$ cat src/rtl/fetch_unit.sv
// Instruction-fetch front end: reset vector, single-outstanding imem request tracking,
// redirect squash of stale responses and a small registered fetch buffer.
module fetch_unit #(
  parameter logic [31:0] RESET_PC = 32'h6000_0000,
  parameter int          DEPTH    = 4
) (
  input  logic        clk,
  input  logic        rst,
  output logic [31:0] imem_addr,
  output logic [3:0]  imem_rmask,
  input  logic [31:0] imem_rdata,
  input  logic        imem_resp,
  input  logic        redirect_valid,
  input  logic [31:0] redirect_pc,
  output logic        inst_valid,
  output logic [31:0] inst,
  output logic [31:0] inst_pc,
  input  logic        inst_ready
);

  localparam int          PW   = $clog2(DEPTH);
  localparam int          CW   = PW + 1;
  localparam logic [CW-1:0] FULL = CW'(DEPTH);

  localparam logic [1:0] ST_IDLE = 2'd0;
  localparam logic [1:0] ST_WAIT = 2'd1;
  localparam logic [1:0] ST_DROP = 2'd2;

  logic [1:0]    state_q, state_d;
  logic [31:0]   fetch_pc_q, fetch_pc_d;
  logic [31:0]   req_pc_q, req_pc_d;
  logic [PW-1:0] wr_ptr_q, wr_ptr_d;
  logic [PW-1:0] rd_ptr_q, rd_ptr_d;
  logic [CW-1:0] count_q, count_d;
  logic [31:0]   pc_mem_q [DEPTH];
  logic [31:0]   pc_mem_d [DEPTH];
  logic [31:0]   inst_mem_q [DEPTH];
  logic [31:0]   inst_mem_d [DEPTH];

  logic push;
  logic pop;
  logic issue;
  logic unused_redirect_lsbs;

  assign unused_redirect_lsbs = ^redirect_pc[1:0];

  assign inst_valid = (count_q != '0);
  assign inst       = inst_mem_q[rd_ptr_q];
  assign inst_pc    = pc_mem_q[rd_ptr_q];
  assign imem_addr  = fetch_pc_q;
  assign imem_rmask = issue ? 4'hF : 4'h0;

  // A full buffer may still issue when its head leaves this cycle; the issue
  // reserves the slot its response will land in.
  always_comb begin
    pop   = inst_valid && inst_ready && !redirect_valid;
    push  = (state_q == ST_WAIT) && imem_resp && !redirect_valid;
    issue = !rst && !redirect_valid && (state_q == ST_IDLE) &&
            ((count_q < FULL) || (inst_valid && inst_ready));
  end

  always_comb begin
    state_d = state_q;
    case (state_q)
      ST_IDLE: if (issue) state_d = ST_WAIT;
      ST_WAIT: begin
        if (imem_resp)           state_d = ST_IDLE;
        else if (redirect_valid) state_d = ST_DROP;
      end
      ST_DROP: if (imem_resp) state_d = ST_IDLE;
      default: state_d = ST_IDLE;
    endcase
  end

  always_comb begin
    fetch_pc_d = fetch_pc_q;
    req_pc_d   = req_pc_q;
    if (redirect_valid)  fetch_pc_d = {redirect_pc[31:2], 2'b00};
    else if (push)       fetch_pc_d = req_pc_q + 32'd4;
    if (issue)           req_pc_d   = fetch_pc_q;
  end

  always_comb begin
    wr_ptr_d   = wr_ptr_q;
    rd_ptr_d   = rd_ptr_q;
    count_d    = count_q;
    pc_mem_d   = pc_mem_q;
    inst_mem_d = inst_mem_q;
    if (redirect_valid) begin
      wr_ptr_d = '0;
      rd_ptr_d = '0;
      count_d  = '0;
    end else begin
      if (push) begin
        pc_mem_d[wr_ptr_q]   = req_pc_q;
        inst_mem_d[wr_ptr_q] = imem_rdata;
        wr_ptr_d             = wr_ptr_q + PW'(1);
      end
      if (pop) rd_ptr_d = rd_ptr_q + PW'(1);
      if (push && !pop)      count_d = count_q + CW'(1);
      else if (pop && !push) count_d = count_q - CW'(1);
    end
  end

  always_ff @(posedge clk) begin
    if (rst) begin
      state_q    <= ST_IDLE;
      fetch_pc_q <= RESET_PC;
      req_pc_q   <= RESET_PC;
      wr_ptr_q   <= '0;
      rd_ptr_q   <= '0;
      count_q    <= '0;
      for (int i = 0; i < DEPTH; i++) begin
        pc_mem_q[i]   <= '0;
        inst_mem_q[i] <= '0;
      end
    end else begin
      state_q    <= state_d;
      fetch_pc_q <= fetch_pc_d;
      req_pc_q   <= req_pc_d;
      wr_ptr_q   <= wr_ptr_d;
      rd_ptr_q   <= rd_ptr_d;
      count_q    <= count_d;
      for (int i = 0; i < DEPTH; i++) begin
        pc_mem_q[i]   <= pc_mem_d[i];
        inst_mem_q[i] <= inst_mem_d[i];
      end
    end
  end

endmodule

$ cat config.mk
export PLATFORM = sky130hd
export DESIGN_NAME = fetch_unit
export DESIGN_NICKNAME = d
export VERILOG_FILES = /design/src/rtl/fetch_unit.sv
export SDC_FILE = /design/constraint.sdc
export NUM_CORES = 1
export LEC_CHECK = 0
export CAP_MARGIN = 20
export CORE_ASPECT_RATIO = 0.7
export CORE_MARGIN = 2
export CORE_UTILIZATION = 30
export CTS_CLUSTER_DIAMETER = 40
export CTS_CLUSTER_SIZE = 12
export DETAILED_ROUTE_END_ITERATION = 8
export GPL_ROUTABILITY_DRIVEN = 0
export PLACE_DENSITY = 0.49
export REMOVE_ABC_BUFFERS = 1
export SLEW_MARGIN = 40
export SYNTH_ARGS = -nofsm -noshare
export SYNTH_HDL_FRONTEND = slang
export SYNTH_SLANG_ARGS = --single-unit
$ cat constraint.sdc
create_clock -name clk -period 3 [get_ports clk]
set_input_delay 0.6 -clock clk [delete_from_list [all_inputs] [get_ports clk]]
set_output_delay 0.6 -clock clk [all_outputs]
set_load 0.1 [all_outputs]
==> results.toml <==
[outcome]
status = "completed"

[pwr]
p_per_area_mw_per_mm2 = 616
ir_drop_v = 0.000384
leakage_nw = 6.16

[floorplan]
fp.dieH_microns = 184
ios = 170
dieArea_sq_mm = 0.0482
core_sq_mm = 0.0462
row_count = 66
start_util = 0.302
die_w_microns = 262

[clock_network]
root_buffer = "clkbuf_16"
max-clock-path-buffers = 3
numCtsBuffers = 45
clk_pin_slew_worst_paths_ns = 0.06
cts_tree = "done"
clock_latency_ns = 0.56
cts_sinks = 329
holdBufCountCts = 0
cts_repair_resize_count = 0
htreeDepth = 2
cts_setup_buffers = 0

[global_route]
grt-ovfl-total = 0
antenna_found_initial = 0
grt_start_max_net_pins = 184
grt_pass1_vias = 11600
grt_first_pass_wirelength_microns = 68000
grtUsageTotal = 0.181

[sta]
setup_violations = 0
min_period_over_period = 0.945
tightest_slew_ns = 0.823
fmax_ghz = 0.353
grt_setup_unrepaired = "no"
final-max-slew-violation-count = 0
hold_ws_ns = 0.450
slew_headroom = 0.451
finClkSkew_ns = 0.0166
finalHoldViolCount = 0
period_minus_slack_ns = 2.83

[synthesis]
avgSynthCellArea_sq_um = 8.37
ys.flop_type = "dfxtp_1"
syn_inst = 1666
ys_ff_latch = 329
synth_seq_area_share = 0.472
synthArstFlopShare = 0
synth_edf_count = 0
synth_area_sq_mm = 0.0139
synth_cell_types = 44
ys_warn_count = 0

[setup_path]
crit_type = "reg -> out"
critPathArrivalTime_ns = 2.23
endpoint_kind = "output port"
cp_slowest_cell = "dfxtp_4"
required_ns = 2.40
cp_common_cell = "buf_12"
cp_cell_sequence = "buf_12, mux4_2, buf_12"
start_kind = "flop"
max_stage_delay_ns = 0.72
cp_max_fo = 27

[layout]
num_antenna_cells = 0
drive_above_1_share = 0.171
utilization = 0.395
fin_nets = 1854
fillers = 4556
stdcell_count = 2424
area_delta_synth_final_pct = 30.9

[place]
port_buffers = 167
dpl.hpwl_microns = 26800
dp_cells = 2342

[detailed_routing]
totalWireLength_microns = 44000
drt_iter0_drc = 789
vias = 11800
wl_per_cell_microns = 18.1
via_per_inst = 4.87
drc_errors = 0
first_pass_iters = 5
ant_nets = 0

[hold_path]
hp-class = "reg -> reg"

[run]
maxCapViolCount = 0
[cell usage after synthesis (2+ instances only)]
cell type / count / area [sq um]
nand2_1: 594 / 2230
dfxtp_1: 329 / 6590
a21oi_1: 289 / 1450
clkbuf_1: 67 / 251
mux4_2: 64 / 1440
buf_2: 55 / 275
nor2_1: 54 / 203
o21ai_0: 35 / 175
nand2b_1: 25 / 156
xnor2_1: 21 / 184
o22ai_1: 17 / 106
inv_1: 11 / 41.3
nand4_1: 11 / 68.8
buf_1: 10 / 37.5
xor2_1: 9 / 78.8
buf_4: 8 / 60.1
nand3_1: 7 / 35.0
ha_1: 6 / 75.1
and3_1: 5 / 31.3
buf_6: 5 / 56.3
o31ai_1: 5 / 37.5
a221oi_1: 4 / 35.0
and2_1: 4 / 25.0
nor3_1: 3 / 15.0
nor3_2: 3 / 30.0
nor3b_1: 3 / 22.5
nand2_2: 2 / 12.5
nor3_4: 2 / 32.5
o211ai_1: 2 / 15.0
or3_1: 2 / 12.5
[cell families after synthesis]
family                   count (synthesis)  share of synthesized area
AND/OR/NAND/NOR                        721                      0.211
XOR/XNOR                                30                     0.0188
AO/OA/AOI/OAI                          357                      0.134
buffers and inverters                  156                     0.0518
flip-flops                             329                      0.472
multiplexers                            66                      0.105
adder cells (fa/ha/maj)                  7                    0.00682
[final cells by class]
class	count	area, sq um	area share
Multi-Input combinational cell	1181	6670	0.366
Sequential cell	329	6590	0.361
Timing Repair Buffer	210	2470	0.136
Clock buffer	54	1240	0.0680
Tap cell	612	766	0.0420
Clock inverter	27	458	0.0251
Inverter	11	41.3	0.00226
[power by group]
group          total [W]  internal, W  switching (W)
combinational   0.000735     0.000234       0.000501
sequential       0.00450      0.00442      0.0000753
clock            0.00600      0.00385        0.00215
total             0.0112      0.00851        0.00273
[stage by stage]
stage	cell area [sq um]	total power (W)	worst slack [ns]	TNS, ns
2_1_floorplan	13300	0.00496	-4.05	-218.60
3_3_place_gp	16500	0.00532	0.246	0
3_5_place_dp	16500	0.00533	0.246	0
4_1_cts	18200	0.0114	0.123	0
5_1_grt	18200	0.0116	0.0878	0
6_report	18200	0.0112	0.166	0
[registers in the layout, indices dropped and copies added (netlist names)]
| name | count |
|---|---|
| count_q | 3 |
| imem_addr | 32 |
| inst_mem_q | 128 |
| pc_mem_q | 128 |
| rd_ptr_q | 2 |
| req_pc_q | 32 |
| state_q | 2 |
| wr_ptr_q | 2 |
[per-layer routing]
layer | GRT usage | up-vias | wire length [microns]
met5 | 0 | - | 0
met4 | 0.0382 | 0 | 690
met3 | 0.0314 | 52 | 2330
met2 | 0.293 | 272 | 20400
met1 | 0.253 | 5674 | 20500
li1 | - | 5795 | -
[final timing paths]
| check | from | slack [ns] | endpoint | depth (start not counted) |
|---|---|---|---|---|
| max | rd_ptr_q[1]$_SDFFE_PP0P_ | 0.17 | inst_pc[7] | 3 |
| max reg2reg | req_pc_q[3]$_SDFFE_PP0P_ | 0.71 | imem_addr[20]$_SDFFE_PP0P_ | 7 |
| min | inst_mem_q[94]$_SDFFE_PP0P_ | 0.45 | inst_mem_q[94]$_SDFFE_PP0P_ | 2 |
| min reg2reg | inst_mem_q[94]$_SDFFE_PP0P_ | 0.45 | inst_mem_q[94]$_SDFFE_PP0P_ | 2 |
[worst max-delay path: cells and delay by family, from the launching register on]
kind	cells	cell delay (ns)
buf+inv	2	0.50
mux	1	0.44
flops	1	0.72
[cell usage in the layout (no fill, tap or decap), drive strengths merged, types with 12 or more instances in the layout]
cell type,synthesis,final
a21oi,289,289
buf,78,146
clkbuf,67,54
clkdlybuf4s50,0,64
dfxtp,329,329
inv,11,17
mux4,64,64
nand2,596,596
nand2b,25,25
nand4,12,12
nor2,55,55
o21ai,35,35
o22ai,17,17
xnor2,21,21
No activity file was read; power rests on OpenSTA's default activity.
